==> config.mk <==
export PLATFORM = sky130hd
export DESIGN_NAME = sisc_ifetch
export DESIGN_NICKNAME = d
export VERILOG_FILES = /design/src/rtl/sisc_ifetch.sv
export SDC_FILE = /design/constraint.sdc
export NUM_CORES = 1
export LEC_CHECK = 0
export BUFFER_PORTS_ARGS = -buffer_cell sky130_fd_sc_hd__buf_4
export CORE_MARGIN = 4
export CORE_UTILIZATION = 59
export DETAILED_ROUTE_END_ITERATION = 7
export PLACE_DENSITY_LB_ADDON = 0.12
export SYNTH_ARGS = -nofsm -noshare
export SYNTH_HDL_FRONTEND = slang
export SYNTH_SLANG_ARGS = --single-unit
export TNS_END_PERCENT = 5
==> constraint.sdc <==
create_clock -name clk -period 6.4 [get_ports clk]
set_input_delay 1.28 -clock clk [delete_from_list [all_inputs] [get_ports clk]]
set_output_delay 1.28 -clock clk [all_outputs]
set_load 0.05 [all_outputs]
==> src/rtl/sisc_ifetch.sv <==
// SISC instruction fetch stage: PC, IR, imem request/ack handshake, branch load and field decode.
// Optional imem ack timeout is built when IFETCH_TIMEOUT_EN is defined.
module sisc_ifetch #(
  parameter int unsigned PC_W    = 16,
  parameter int unsigned TIMEOUT = 15
) (
  input  logic            clk,
  input  logic            rst_f,
  input  logic            fetch_req,
  input  logic            br_load,
  input  logic            br_rel,
  input  logic [PC_W-1:0] br_addr,
  input  logic [PC_W-1:0] br_off,
  output logic            imem_req,
  output logic [PC_W-1:0] imem_addr,
  input  logic            imem_ack,
  input  logic [31:0]     imem_rdata,
  output logic [3:0]      opcode,
  output logic [3:0]      mm,
  output logic [3:0]      rd,
  output logic [3:0]      rs,
  output logic [3:0]      rt,
  output logic [15:0]     imm,
  output logic [PC_W-1:0] pc,
  output logic            ir_valid,
  output logic            busy,
  output logic            halted,
  output logic            fetch_err
);

  localparam int unsigned IR_W   = 32;
  localparam logic [3:0]  OP_HLT = 4'hF;
  localparam logic [0:0]  S_IDLE = 1'b0;
  localparam logic [0:0]  S_WAIT = 1'b1;

  logic [0:0]      state_q, state_d;
  logic [PC_W-1:0] pc_q, pc_d;
  logic [IR_W-1:0] ir_q, ir_d;
  logic            ir_valid_q, ir_valid_d;
  logic            imem_req_q, imem_req_d;
  logic [PC_W-1:0] imem_addr_q, imem_addr_d;
  logic            halted_q, halted_d;
  logic            pend_fetch_q, pend_fetch_d;
  logic            pend_br_q, pend_br_d;
  logic            pend_rel_q, pend_rel_d;
  logic [PC_W-1:0] pend_addr_q, pend_addr_d;
  logic [PC_W-1:0] pend_off_q, pend_off_d;

  logic [PC_W-1:0] br_tgt;
  logic            want_fetch;

`ifdef IFETCH_TIMEOUT_EN
  localparam int unsigned CNT_W = (TIMEOUT > 1) ? $clog2(TIMEOUT) : 1;
  logic [CNT_W-1:0] cnt_q, cnt_d;
  logic             fetch_err_q, fetch_err_d;
`else
  logic unused_timeout;
  assign unused_timeout = (TIMEOUT == 0);
`endif

  // A live br_load takes precedence over one captured during the previous WAIT.
  assign br_tgt = br_load ? (br_rel ? pc_q + br_off : br_addr)
                          : (pend_rel_q ? pc_q + pend_off_q : pend_addr_q);
  assign want_fetch = (fetch_req | pend_fetch_q) & ~halted_q;

  always_comb begin
    state_d      = state_q;
    pc_d         = pc_q;
    ir_d         = ir_q;
    ir_valid_d   = ir_valid_q;
    imem_req_d   = imem_req_q;
    imem_addr_d  = imem_addr_q;
    halted_d     = halted_q;
    pend_fetch_d = pend_fetch_q;
    pend_br_d    = pend_br_q;
    pend_rel_d   = pend_rel_q;
    pend_addr_d  = pend_addr_q;
    pend_off_d   = pend_off_q;
`ifdef IFETCH_TIMEOUT_EN
    cnt_d        = cnt_q;
    fetch_err_d  = fetch_err_q;
`endif
    case (state_q)
      S_IDLE: begin
        pend_br_d = 1'b0;
        if (br_load || pend_br_q) begin
          // Branch wins this cycle; any fetch is deferred so it uses the new PC.
          pc_d         = br_tgt;
          pend_fetch_d = want_fetch;
        end else begin
          pend_fetch_d = 1'b0;
          if (want_fetch) begin
            imem_req_d  = 1'b1;
            imem_addr_d = pc_q;
            state_d     = S_WAIT;
`ifdef IFETCH_TIMEOUT_EN
            cnt_d       = '0;
`endif
          end
        end
      end
      S_WAIT: begin
        if (br_load) begin
          pend_br_d   = 1'b1;
          pend_rel_d  = br_rel;
          pend_addr_d = br_addr;
          pend_off_d  = br_off;
        end
        if (imem_ack) begin
          ir_d       = imem_rdata;
          pc_d       = pc_q + PC_W'(1);
          ir_valid_d = 1'b1;
          imem_req_d = 1'b0;
          state_d    = S_IDLE;
          if (imem_rdata[31:28] == OP_HLT) begin
            halted_d = 1'b1;
          end
        end
`ifdef IFETCH_TIMEOUT_EN
        else if (cnt_q == CNT_W'(TIMEOUT - 1)) begin
          ir_d        = '0;
          ir_valid_d  = 1'b1;
          imem_req_d  = 1'b0;
          fetch_err_d = 1'b1;
          state_d     = S_IDLE;
        end else begin
          cnt_d = cnt_q + CNT_W'(1);
        end
`endif
      end
      default: begin
        state_d = S_IDLE;
      end
    endcase
  end

  always_ff @(posedge clk or negedge rst_f) begin
    if (!rst_f) begin
      state_q      <= S_IDLE;
      pc_q         <= '0;
      ir_q         <= '0;
      ir_valid_q   <= 1'b0;
      imem_req_q   <= 1'b0;
      imem_addr_q  <= '0;
      halted_q     <= 1'b0;
      pend_fetch_q <= 1'b0;
      pend_br_q    <= 1'b0;
      pend_rel_q   <= 1'b0;
      pend_addr_q  <= '0;
      pend_off_q   <= '0;
`ifdef IFETCH_TIMEOUT_EN
      cnt_q        <= '0;
      fetch_err_q  <= 1'b0;
`endif
    end else begin
      state_q      <= state_d;
      pc_q         <= pc_d;
      ir_q         <= ir_d;
      ir_valid_q   <= ir_valid_d;
      imem_req_q   <= imem_req_d;
      imem_addr_q  <= imem_addr_d;
      halted_q     <= halted_d;
      pend_fetch_q <= pend_fetch_d;
      pend_br_q    <= pend_br_d;
      pend_rel_q   <= pend_rel_d;
      pend_addr_q  <= pend_addr_d;
      pend_off_q   <= pend_off_d;
`ifdef IFETCH_TIMEOUT_EN
      cnt_q        <= cnt_d;
      fetch_err_q  <= fetch_err_d;
`endif
    end
  end

  assign imem_req  = imem_req_q;
  assign imem_addr = imem_addr_q;
  assign pc        = pc_q;
  assign ir_valid  = ir_valid_q;
  assign busy      = (state_q == S_WAIT);
  assign halted    = halted_q;
  assign opcode    = ir_q[31:28];
  assign mm        = ir_q[27:24];
  assign rd        = ir_q[23:20];
  assign rs        = ir_q[19:16];
  assign rt        = ir_q[15:12];
  assign imm       = ir_q[15:0];
`ifdef IFETCH_TIMEOUT_EN
  assign fetch_err = fetch_err_q;
`else
  assign fetch_err = 1'b0;
`endif

endmodule

Yosys cells after proc, flatten, opt, wreduce, memory -nomap -nowiden
Cells that the tools add are included.
{"block": "totals", "mem_bits_ro": 0, "ramBits": 0, "wordCells": 50, "latchBits": 0, "in_bits": 70, "ff_bits": 103, "n_memories": 0}
{"block": "classes", "div": 0, "bitwise": 5, "n_mul": 0, "n_shift": 0, "n_reduce_logical": 7, "n_mux": 17, "addsub": 3, "eq_ne": 6, "order_cmp": 0}
{"op": "2-to-1 mux 16 bit", "count": 5}
{"op": "adder 16 bit", "count": 2}
{"op": "one-hot mux 16 bit (2 select lines)", "count": 1}
{"op": "adder 16 x 1 -> 16 bit (second input constant)", "count": 1}
{"op": "!= test 2 bit (second input constant)", "count": 5}
{"op": "AND reduction 3 bit", "count": 3}
{"op": "2-to-1 mux 1 bit", "count": 8}
{"op": "one-hot mux 1 bit (2 select lines)", "count": 3}
{"op": "AND reduction 2 bit", "count": 3}
{"op": "equality test 4 bit (second input constant)", "count": 1}
{"op": "NOT 1 bit", "count": 3}
{"op": "AND 1 bit", "count": 1}
{"op": "logical OR 1 bit", "count": 1}
{"op": "bitwise OR 1 bit", "count": 1}

Longest topological paths before layout
{"block": "logic_depth", "word_depth": 5, "depth_mapped": 9, "ltp_nobuf": 9}

Worst setup path before layout
OpenSTA, ideal clock, no wires.
{"block": "synth_path", "kind": "input port to flip-flop", "startpoint": "input port br_off[0]", "endpoint": "register pc_q[12], in the netlist pc[12]", "path_stages": 9, "required_ns": 6.280, "t_arrival_ns": 3.140, "path_buffers": 0, "setup_time_ns": 0.120, "setup_slack_ns": 3.140, "cell_sequence": "ha_1 -> fa_1 -> a21oi_1 -> nand4b_1 -> a21oi_1 -> o41ai_1 -> nor4_1 -> o31a_1 -> a31o_2"}
{"block": "synth_between", "elab_chain_len": 5}
{"item": "from (decl)", "line": "13", "rtl": "input logic [PC_W-1:0] br_off,"}
{"item": "adder 16 bit", "line": "62", "rtl": "assign br_tgt = br_load ? (br_rel ? pc_q + br_off : br_addr)"}
{"item": "2-to-1 mux 16 bit (2 in a row)", "line": "62"}
{"item": "2-to-1 mux 16 bit", "line": "86", "rtl": "if (br_load || pend_br_q) begin"}
{"item": "one-hot mux 16 bit (2 select lines)", "line": "83", "rtl": "case (state_q)"}
{"item": "to (signal assigned)", "line": "157", "rtl": "pc_q <= pc_d;"}
{"item": "to (decl)", "line": "37", "rtl": "logic [PC_W-1:0] pc_q, pc_d;"}
Every way passes these cells. The select of a mux whose other input is x is not followed.
A chain may end at the register's enable or synchronous reset.

Final worst setup path
Ends and elaborated chain as after synthesis.

==> metrics.md <==
| Metric | Value |
|---|---|
| DRT met1 WL | `7280 um` |
| CP required | `between 6 and 7 ns` |
| Startpoint types | `input port` |
| Arrival time worst endpoint | `between 3 and 4 ns` |
| Clock period minus worst slack | `3.28 ns` |
| CTS Buf Count | `9` |
| Worst hold path type | `flip-flop to flip-flop` |
| Synthesized flop and latch total | `103` |
| Relative slew slack | `between 30% and 40%` |
| # DRC | `0` |
| Die Y | `110 um` |
| Clk pin slew, worst setup/hold paths | `0.11 ns` |
| Pin count of the biggest net entering global routing | `80` |
| Main flop type after synthesis | `dfrtp_1` |
| Final instance area | `approximately 7500 sq um` |
| DRT antenna net count | `0` |
| Yosys cell types | `66` |
| Pins Over Slew Limit | `0` |
| Max cap viols | `0` |
| GRT Total Usage | `about 29%` |
| Fraction of registers with async set/reset | `100%` |
| First-pass GRT wire length | `about 27000 um` |
| Peak Freq | `approximately 300 MHz` |
| Routed WL per cell | `just under 20 um` |
| RSZ-0062 raised after global routing | `no` |
| Vias per cell | `between 6 and 7` |
| Setup TNS | `0 ns` |
| CP Capture Type | `flip-flop` |
| Via count | `5298` |
| Vias in the first global route | `around 5300` |
| Post-synthesis sequential area ratio | `41.7%` |
| Number of cells on the worst hold path | `1` |
| Worst-margin pin slew | `around 1 ns` |
| N_diodes | `0` |
| TritonCTS clock tree | `built` |
| DR iter-0 viols | `a little under 300` |
| Worst R2R Path Depth | `9` |
| Syn avg cell area | `10.4 sq um` |
| Ports | `about 140` |
| Final hold viol count | `0` |
| H-tree lvl count | `3` |
| Yosys warns | `0` |
| Post-CTS resize count | `0` |
| Number of synthesized flops with an enable pin | `0` |
| Setup bufs post-CTS | `0` |
| Clk_skew | `about 0.013 ns` |
| Period utilization | `about half` |
| Met2 wire len | `7650 um` |
| Antenna violations before repair | `0` |
| Drt pass-1 iters | `5` |
| Maximum fanout along the worst path | `3` |
| Post-DP HPWL | `approximately 13000 um` |
| Setup violators final | `0` |
| Share of post-route cells with drive strength above 1 | `a little over a third` |
| Core Area | `roughly 10000 sq um` |
| Gpl congestion | `between 0.9 and 1` |
| GRT overflow | `0` |
| Initial Util | `between 60% and 70%` |
| Setup CP Type | `input port to flip-flop` |
| Nets | `approximately 820` |
| DR WL met3 | `around 1600 um` |
| Netlist Area Pre-Place | `just over 6000 sq um` |
| Synthesized net count | `~700` |
| Fill cells | `about 760` |
| IO buf count | `approximately 140` |
| Hold buffers post-CTS | `0` |
| Clk_lat worst skew | `between 0.3 and 0.4 ns` |
| Area of the die | `12200 sq um` |
| Syn Inst Count | `just under 600` |
| Outcome | `finished, final reports clean` |
| Total Routed Length | `approximately 17000 um` |
| Deepest clock path buffer count | `2` |
| Core Rows | `37` |
| Clock sinks | `slightly above 100` |
| Placed cell area | `approximately 7300 sq um` |
| Highest routed layer | `met4` |
| Area grow syn2layout | `21.5%` |
| Root Buffer | `clkbuf_8` |
| Fin util | `around 73%` |
| Die W | `110 um` |
[area by class of cell]
class | count | area, sq um | area share, %
flip-flops and latches | 103 | 2580 | 34.3
repair buffers | 146 | 1100 | 14.6
inverters | 12 | 45.0 | 0.600
clock inverters | 4 | 33.8 | 0.450
multi-input cells | 446 | 3430 | 45.6
well taps | 136 | 170 | 2.26
clock buffers | 12 | 165 | 2.20
[placed cells by master (no fill, tap or decap), drive strengths merged, types with 10 or more instances in the layout]
master	netlist	routed
mux2	84	84
dfrtp	103	103
o21ai	26	26
buf	11	146
clkbuf	20	12
nor2	45	45
nand3	15	15
a21o	15	15
mux2i	11	11
a21oi	36	36
o21a	12	12
inv	10	13
nor3	10	10
nand2	26	26
xnor2	12	12
ha	31	31
[state kept, by name, indices dropped and copies added (netlist names)]
name,count
busy,1
halted,1
imem_addr,16
imem_req,1
ir_q,32
ir_valid,1
pc,16
pend_addr_q,16
pend_br_q,1
pend_fetch_q,1
pend_off_q,16
pend_rel_q,1
[metrics by stage]
step | hold WS (ns) | worst slack (ns) | instances
CTS | 0.492 | 3.17 | 859
finish | 0.486 | 3.12 | 859
global placement | 0.452 | 2.82 | 843
global route | 0.504 | 2.94 | 859
floorplan | 0.463 | 3.14 | 592
detailed placement | 0.454 | 2.76 | 843
[kinds of logic after synthesis]
logic type | Yosys count | share of synthesized area, %
compound gates | 163 | 18.1
flops | 103 | 41.7
buf+inv | 43 | 2.97
fa+ha+maj | 33 | 6.92
simple gates | 138 | 10.9
xor+xnor | 16 | 2.27
other cells | 1 | 0.0606
mux | 95 | 17.1
[worst max-delay path: stages]
cell	delay (ns)
buf_4	0.11
ha_1	0.26
fa_1	0.44
a21oi_1	0.22
nand4b_1	0.20
a21oi_1	0.12
o41ai_1	0.39
nor4_1	0.09
o31a_1	0.25
a31o_2	0.21
[routing by layer]
metal / track usage [%] / vias up
met5: 0 / -
met2: 44.6 / 242
met1: 39.9 / 2550
met4: 12.0 / 0
met3: 7.98 / 32
li1: - / 2474
[cells in the mapped netlist, types with 3 or more instances]
master | number | area share [%]
dfrtp_1 | 103 | 42
mux2_2 | 84 | 15
nor2_1 | 45 | 2.7
a21oi_1 | 36 | 2.9
ha_1 | 31 | 6.3
nand2_1 | 26 | 1.6
o21ai_0 | 24 | 1.9
clkbuf_1 | 20 | 1.2
nand3_1 | 15 | 1.2
a21o_1 | 14 | 1.7
o21a_1 | 12 | 1.5
xnor2_1 | 12 | 1.7
mux2i_1 | 11 | 1.8
inv_1 | 10 | 0.61
nor3_1 | 10 | 0.81
a221oi_1 | 8 | 1.1
nand4_1 | 7 | 0.71
nor2b_1 | 7 | 0.71
a211oi_1 | 6 | 0.73
and3_1 | 5 | 0.51
buf_4 | 5 | 0.61
o211ai_1 | 5 | 0.61
o21bai_1 | 5 | 0.61
o221ai_1 | 5 | 0.71
o22ai_1 | 5 | 0.51
a31oi_1 | 4 | 0.40
nand2b_1 | 4 | 0.40
o31ai_1 | 4 | 0.49
or3_1 | 4 | 0.40
xor2_1 | 4 | 0.57
a22oi_1 | 3 | 0.36
a31o_2 | 3 | 0.42
buf_1 | 3 | 0.18
buf_2 | 3 | 0.24
nor4_1 | 3 | 0.30
o41ai_1 | 3 | 0.42
[path summary, 6_finish.rpt]
kind	endpoint	startpoint	slack (ns)
worst max-delay path	pc[12]	br_off[0]	3.12
worst min-delay path	ir_valid	ir_valid	0.49
worst max register to register	pc[14]	pc[0]	3.15
worst min register to register	ir_valid	ir_valid	0.49
max in group asynchronous	ir_q[5]	rst_f	4.29
min in group asynchronous	pend_off_q[9]	rst_f	0.79
Power is left out: the tool's default activity adds up to more than one toggle a clock period on the data nets, which glitch-free logic cannot reach.
